[src/rtl/mp_adder_seq.sv]
// mp_adder_seq: NWORDS x 16-bit add/sub over one shared 16-bit ripple adder.
// Define MP_ADDER_OVF_EN to add the signed-overflow output ovf.
module ripple_carry_adder_16 (
    input  logic [15:0] a,
    input  logic [15:0] b,
    input  logic        ci,
    output logic [15:0] s,
    output logic        co
);
    logic [16:0] c;

    assign c[0] = ci;

    for (genvar i = 0; i < 16; i++) begin : g_fa
        assign s[i]   = a[i] ^ b[i] ^ c[i];
        assign c[i+1] = (a[i] & b[i]) | (c[i] & (a[i] ^ b[i]));
    end

    assign co = c[16];
endmodule

module mp_adder_seq #(
    parameter int NWORDS = 4,
    localparam int W = 16 * NWORDS
) (
    input  logic         clk,
    input  logic         rst_n,
    input  logic         in_valid,
    output logic         in_ready,
    input  logic [W-1:0] op_a,
    input  logic [W-1:0] op_b,
    input  logic         sub,
    input  logic         cin,
    output logic [W-1:0] res,
    output logic         cout,
    output logic         out_valid,
    input  logic         out_ready,
`ifdef MP_ADDER_OVF_EN
    output logic         ovf,
`endif
    output logic         busy
);
    localparam int IW = $clog2(NWORDS);
    localparam logic [IW-1:0] LAST = IW'(NWORDS - 1);

    typedef enum logic [1:0] {IDLE, RUN, DONE} state_t;

    state_t        state;
    logic [W-1:0]  a_reg;
    logic [W-1:0]  b_reg;
    logic          carry;
    logic [IW-1:0] idx;
    logic [15:0]   wa;
    logic [15:0]   wb;
    logic [15:0]   sum;
    logic          co;

    assign wa       = a_reg[idx*16 +: 16];
    assign wb       = b_reg[idx*16 +: 16];
    assign in_ready = (state == IDLE);
    assign busy     = (state != IDLE);

    ripple_carry_adder_16 u_add (
        .a  (wa),
        .b  (wb),
        .ci (carry),
        .s  (sum),
        .co (co)
    );

    always_ff @(posedge clk or negedge rst_n) begin
        if (!rst_n) begin
            state     <= IDLE;
            a_reg     <= '0;
            b_reg     <= '0;
            carry     <= 1'b0;
            idx       <= '0;
            res       <= '0;
            cout      <= 1'b0;
            out_valid <= 1'b0;
`ifdef MP_ADDER_OVF_EN
            ovf       <= 1'b0;
`endif
        end else begin
            unique case (state)
                IDLE: begin
                    if (in_valid) begin
                        a_reg <= op_a;
                        b_reg <= sub ? ~op_b : op_b;
                        carry <= sub | cin;
                        idx   <= '0;
                        res   <= '0;
                        state <= RUN;
                    end
                end
                RUN: begin
                    res[idx*16 +: 16] <= sum;
                    carry <= co;
                    idx   <= idx + 1'b1;
                    if (idx == LAST) begin
                        cout      <= co;
                        out_valid <= 1'b1;
                        state     <= DONE;
`ifdef MP_ADDER_OVF_EN
                        // sum[15] here is the final result's sign bit
                        ovf <= (a_reg[W-1] == b_reg[W-1])
                            && (sum[15] != a_reg[W-1]);
`endif
                    end
                end
                DONE: begin
                    if (out_ready) begin
                        out_valid <= 1'b0;
                        state     <= IDLE;
                    end
                end
                default: state <= IDLE;
            endcase
        end
    end
endmodule

[config.mk]
export PLATFORM = sky130hd
export DESIGN_NAME = mp_adder_seq
export DESIGN_NICKNAME = d
export VERILOG_FILES = /design/src/rtl/mp_adder_seq.sv
export SDC_FILE = /design/constraint.sdc
export NUM_CORES = 1
export LEC_CHECK = 0
export BUFFER_PORTS_ARGS = -buffer_cell sky130_fd_sc_hd__buf_4
export CORE_MARGIN = 4
export CORE_UTILIZATION = 49
export DETAILED_ROUTE_END_ITERATION = 10
export PLACE_DENSITY = 0.83
export SLEW_MARGIN = 20
export SYNTH_ARGS = -nofsm -noshare
export SYNTH_HDL_FRONTEND = slang
export SYNTH_SLANG_ARGS = --single-unit
[constraint.sdc]
create_clock -name clk -period 7.1 [get_ports clk]
set_input_delay 0.355 -clock clk [delete_from_list [all_inputs] [get_ports clk]]
set_output_delay 0.355 -clock clk [all_outputs]
set_load 0.005 [all_outputs]
* Yosys cells after proc, flatten, opt, wreduce, memory -nomap -nowiden
Index checks and enable logic that the tools add are counted.
** Word-level totals
- Logic and storage cells :: 126
- Output and inout port bits :: 68
- Input port bits :: 134
- Flip-flop bits (word level) :: 199
** Operators by class
- Shifts and indexed selects :: 4
- Equal/unequal tests :: 6
- Bitwise operators :: 82
- Add/subtract/negate cells :: 2
- Mux-type cells :: 15
- Reduce and logical (&&, ||, !) cells :: 9
** Operators by type and width (count)
- 2-to-1 mux 64 bit :: 2
- one-hot mux 64 bit (2 select lines) :: 1
- indexed part select 64 x 7 -> 16 bit :: 2
- bitwise mux 64 bit :: 1
- inverter 64 bit :: 1
- variable shift 16 x 34 -> 64 bit, first input constant :: 1
- indexed part select 16 x 34 -> 64 bit :: 1
- negator 6 -> 34 bit :: 1
- bitwise AND 1 bit :: 32
- XOR 1 bit :: 32
- OR 1 bit :: 17
- 2-to-1 mux 2 bit :: 4
- != test 2 bit, second input constant :: 3
- one-hot mux 2 bit (3 select lines) :: 1
- AND reduction 2 bit :: 3
- AND reduction 3 bit :: 2
- nonzero test 2 bit :: 3
- equality test 2 bit, second input constant :: 2
- one-hot mux 1 bit (2 select lines) :: 2
- one-hot mux 2 bit (2 select lines) :: 1
- 2-to-1 mux 1 bit :: 3
- adder 2 x 1 -> 2 bit, second input constant :: 1
- equality test 2 x 1 -> 1 bit, second input constant :: 1
- logical NOT 2 bit :: 1

* Longest topological paths before layout
- Depth after elaboration :: 36
- Depth in mapped cells :: 25
- Depth with buffers taken out :: 23

* Modules after synthesis
A second synthesis with hierarchy kept.
** Second synthesis, totals
- Cell total of the unflattened synthesis :: 807
- Area, all modules :: 9153.8 µm²
** By module, submodules not included
- mp_adder_seq :: area each 8795.9 µm², seq. area each 4979.8 µm², instances 1, cells each 781
- ripple_carry_adder_16 :: area each 357.8 µm², seq. area each 0.0 µm², instances 1, cells each 26

* Least setup slack after synthesis
No wires, ideal clock.
- Path type :: reg-to-reg
- Start :: register idx[0]
- End :: register res[15]
- Cell stages (with the launch flop) :: 26
- Data arrival time :: 7295 ps
- Setup slack :: -318 ps
- Buffers on the path :: 2
- Data required time :: 6977 ps
- Clock period less this slack :: 7418 ps
- Library setup time :: 123 ps
- Cell sequence :: dfrtp_1 buf_4 buf_2 mux4_2 inv_1 fa_1 fa_1 fa_1 fa_1 fa_1 fa_1 fa_1 fa_1 fa_1 fa_1 fa_1 fa_1 fa_1 inv_1 fa_1 inv_1 fa_1 inv_1 fa_1 inv_1 o2bb2ai_1
** Between the ends
- Word-level cells in the longest chain between the ends :: 36
- Elaborated cells on any way between the ends :: 84
- Those cells by class :: 1 x add/sub; 4 x shift; 2 x mux; 77 x bitwise
** RTL lines
- from (decl) :: line 52 : logic [IW-1:0] idx;
- from (signal assigned) :: line 99 : idx <= idx + 1'b1;
- indexed part select 64 x 7 -> 16 bit (on tied branches) :: line 58, 59
- XOR 1 bit :: line 15, 16
- bitwise AND 1 bit :: line 16 : assign c[i+1] = (a[i] & b[i]) | (c[i] & (a[i] ^ b[i]));
- OR 1 bit :: line 16
- bitwise AND 1 bit :: line 16
- OR 1 bit :: line 16
- bitwise AND 1 bit :: line 16
- OR 1 bit :: line 16
- (+20 left out)
- bitwise AND 1 bit :: line 16
- OR 1 bit :: line 16
- bitwise AND 1 bit :: line 16
- OR 1 bit :: line 16
- XOR 1 bit :: line 15 : assign s[i] = a[i] ^ b[i] ^ c[i];
- indexed part select 16 x 34 -> 64 bit :: line 97 : res[idx*16 +: 16] <= sum;
- bitwise mux 64 bit * :: line 97
- one-hot mux 64 bit (2 select lines) * :: line 85 : unique case (state)
- to (signal, indexed assignment) :: line 97
- to (decl) :: line 34 : output logic [W-1:0] res,
Every way passes the cells marked *; elsewhere a longest branch is shown, timed or not.
A chain may end at the register's enable or synchronous reset.

* Final worst setup path
Same ends and word-level chain as after synthesis.

==> flow_summary.rst <==
.. list-table::
   :header-rows: 1

   * - Metric
     - Value
   * - Largest net degree at the start of global routing
     - 132
   * - Crit path max-delay family
     - adder cells
   * - Critical setup path kind
     - reg -> reg
   * - Post-Synthesis Mean Instance Area
     - 11.1 µm²
   * - Final max-slew violation count
     - 0
   * - Number of global-route vias before repair
     - ~6700
   * - First-pass GRT wire length
     - 34.6 mm
   * - Max-cap violations
     - 0
   * - Part of the cycle the worst path needs
     - 96.3%
   * - Measured slew at the worst slew-check pin
     - 1.08 ns
   * - Cell count after synthesis
     - 829
   * - Post-synthesis instance area
     - 9170 µm²
   * - Comb power frac
     - approximately half
   * - Crit path top cell by count
     - fa_2
   * - Total inserted antenna cells
     - 0
   * - Clock transition at the register clock pins on the worst setup and hold paths after CTS
     - 0.07 ns
   * - Number of filler cells placed in the layout
     - roughly 1400
   * - Rel. slew slack
     - between 20 and 30%
   * - Effective utilization at floorplan
     - 50.3%
   * - Total Nets Final
     - 1155
   * - Setup repair after global routing missed its margin
     - no
   * - Crit start category
     - flop
   * - Final routed wire length divided by cell count
     - 17.7 µm
   * - First-iteration detailed-routing DRC count
     - 352
   * - Leakage power
     - 5.49 nW
   * - R2R setup slack
     - ~0.26 ns
   * - Count of pins on the block boundary
     - 202
   * - Y dimension of the die
     - 145 µm
   * - Share of power burned in the clock network
     - approximately 16%
   * - Horiz. Die Dim
     - 145 µm
   * - Total clock buffers created by CTS
     - 17
   * - Core ar.
     - 18200 µm²
   * - Area of all placed cells without fillers
     - roughly 11000 µm²
   * - Routed vias
     - 6488
   * - Number of antenna violations at the first check in global routing
     - 0
   * - Clock tree root buffer cell
     - clkbuf_16
   * - Routed wire length
     - 22.0 mm
   * - Number of buffers added on ports
     - between 200 and 250
   * - #FFs+latches synth
     - between 150 and 200
   * - Highest achievable clock rate
     - 146 MHz
   * - Post-CTS Setup Inserts
     - 0
   * - CTS-repair resized insts
     - 2
   * - Avg Vias per Cell
     - 5.22
   * - CP required
     - between 7 and 8 ns
   * - Count of buffering cells on the critical path with inverters included
     - 5
   * - Endpoint class of the critical path
     - flop
   * - Critical Path Fanout Max
     - 4
   * - Die footprint
     - about 21000 µm²
   * - Leftover overflow at the end of global routing
     - 0
   * - Run status
     - complete, no violations
   * - Fin crit period
     - 6.84 ns
   * - Critical-path top delay cell
     - dfrtp_2
   * - DP Area
     - about 11000 µm²
   * - Net count after synthesis
     - 983
   * - Remaining antenna violation count after routing
     - 0
   * - Initial DRT Pass Iterations
     - 5
   * - Number of buffers inserted by hold repair at cts
     - 0
   * - Worst skew pair latency
     - 0.43 ns
   * - Global-route usage over all layers
     - 21.4%
   * - Arrival time of the worst setup path
     - 7.12 ns
   * - Floorplan row count
     - around 50
   * - Final weighted congestion of routability-driven global placement
     - just over 0.8
   * - Internal cell power
     - 3.41 mW
   * - Worst Hold Margin
     - 0.0214 ns
   * - DP HPWL
     - 15.9 mm
   * - Fraction of the yosys area taken by sequential cells
     - ~54%
   * - Number of setup violations in the final report
     - 0
   * - Syn-to-layout area delta
     - 23.5%
   * - Setup clock skew after layout
     - 0.00816 ns
   * - Sw power
     - 2.30 mW
   * - Max rail drop VDD
     - about 0.31 mV
   * - Cell chain of the critical path
     - mux4_2 -> inv_1 -> fa_2 -> fa_2 -> fa_2 -> fa_2 -> fa_2 -> fa_2 -> fa_2 -> fa_2 -> fa_2 -> fa_2 -> fa_2 -> fa_2 -> fa_2 -> inv_1 -> fa_1 -> inv_1 -> fa_1 -> inv_1 -> fa_1 -> inv_2 -> o2bb2ai_1
   * - Clk buf depth
     - 2
   * - Clock tree from TritonCTS
     - yes
   * - Synth warnings
     - 0
   * - Fraction of final layout cells with drive strength greater than 1
     - 28.9%
   * - Depth of the CTS H-tree
     - 4
   * - Post-synthesis cell type count
     - 27
   * - Power per cell area
     - 504 nW/µm²
   * - Sequential share of power
     - 34.3%
   * - Remaining routing DRC violations
     - 0
   * - Largest stage delay, worst path
     - 0.44 ns
   * - CTS sink cnt
     - 199
   * - Sw frac
     - approximately 40%
   * - Class of the tightest hold or removal check
     - in -> async
   * - Fin. Hold Viols
     - 0
   * - Overall power
     - 5.71 mW
cells by family after synthesis:
group | Yosys count | synth area share [%]
xor gates and xnor gates | 64 | 6.11
and+or+nand+nor | 280 | 12.1
DFF | 199 | 54.3
muxes | 33 | 7.98
buffers and inverters | 93 | 5.01
AOI/OAI and AO/OA | 140 | 10.4
adders and majority gates | 20 | 4.04
cells in the mapped netlist:
library cell    n  area (µm²)
nand3_1         2        10.0
o2bb2ai_1      64         561
o311ai_0        1        8.76
ha_1            4        50.1
nor2b_1         2        12.5
buf_4           4        30.0
o21ai_0        69         345
inv_1          38         143
dfrtp_1       199        4980
mux2_2          1        11.3
nand4_2         2        25.0
mux4_2         32         721
a21oi_1         1        5.00
nor3b_2         1        12.5
nand2b_1        2        12.5
nand4b_2        1        15.0
xnor2_1        64         561
fa_1           16         320
clkbuf_1       15        56.3
buf_2          28         140
nand2_1       265         995
o31ai_1         1        7.51
buf_6           8        90.1
or2_2           1        6.26
nor2_1          3        11.3
or3b_1          1        8.76
a21o_1          4        30.0
cells in the final DEF, fill, tap and decap left out, drive strengths merged, types with 2 or more instances in the layout:
cell type and instances:
a21o 4, buf 208, clkbuf 22, clkinv 4, clkinvlp 4, dfrtp 199
fa 16, ha 4, inv 39, mux4 32, nand2 265, nand2b 2
nand3 2, nand4 2, nor2 3, nor2b 2, o21ai 69, o2bb2ai 64
xnor2 64
layout make-up:
type                       instances  area [µm²]  share of cell area, %
sequential                       199        4980                   44.0
clock inverter                    10        96.3                  0.851
clock buffer                      22         474                   4.19
tap                              229         287                   2.53
inverter                          38         143                   1.26
timing repair buffer             208        1570                   13.9
multi-input combinational        537        3770                   33.3
path summary, 6_finish.rpt:
kind / startpoint / depth (start not counted) / end
setup / recovery: idx[0]$_DFFE_PN0P_ / 23 / res[15]$_DFFE_PN0P_
hold reg to reg: b_reg[39]$_DFFE_PN0P_ / 2 / b_reg[39]$_DFFE_PN0P_
setup reg to reg: idx[0]$_DFFE_PN0P_ / 23 / res[15]$_DFFE_PN0P_
min in group clk: op_a[57] / 3 / a_reg[57]$_DFFE_PN0P_
max in group asynchronous: rst_n / 2 / idx[0]$_DFFE_PN0P_
hold / removal: rst_n / 1 / res[34]$_DFFE_PN0P_
metal layers:
layer	routed length, µm	track usage, %	share of wire (%)
met4	214	5.06	0.97
met2	11100	35.4	50
met5	0	0	0
met3	1340	4.60	6.1
met1	9410	29.2	43
worst reg2reg max path, delay by kind of cell (launching register included):
family,cells,cell delay (ns)
DFF,1,0.44
muxes,1,0.34
buffers and inverters,5,0.34
AOI/OAI and AO/OA,1,0.06
adders and majority gates,16,5.52
stage by stage:
step / util [%] / instances / setup WS [ns] / TNS, ns
final: 62.2 / 1243 / 0.262 / 0
after global routing: 62.2 / 1243 / 0.0215 / 0
after CTS: 62.1 / 1243 / 0.0184 / 0
after detailed placement: 58.9 / 1211 / -0.0764 / -0.275
after global placement: 58.9 / 1211 / 0.000267 / 0
after floorplan: - / 829 / 0.0292 / 0
power groups by stage:
stage	registers, mW	logic [mW]	clock network [mW]
after floorplan	1.87	1.82	0
after global placement	1.94	2.69	0
after detailed placement	1.97	2.77	0
after CTS	1.96	2.81	0.951
after global routing	2.01	3.12	0.997
final	1.96	2.81	0.938
(Power assumes the default switching activity.)
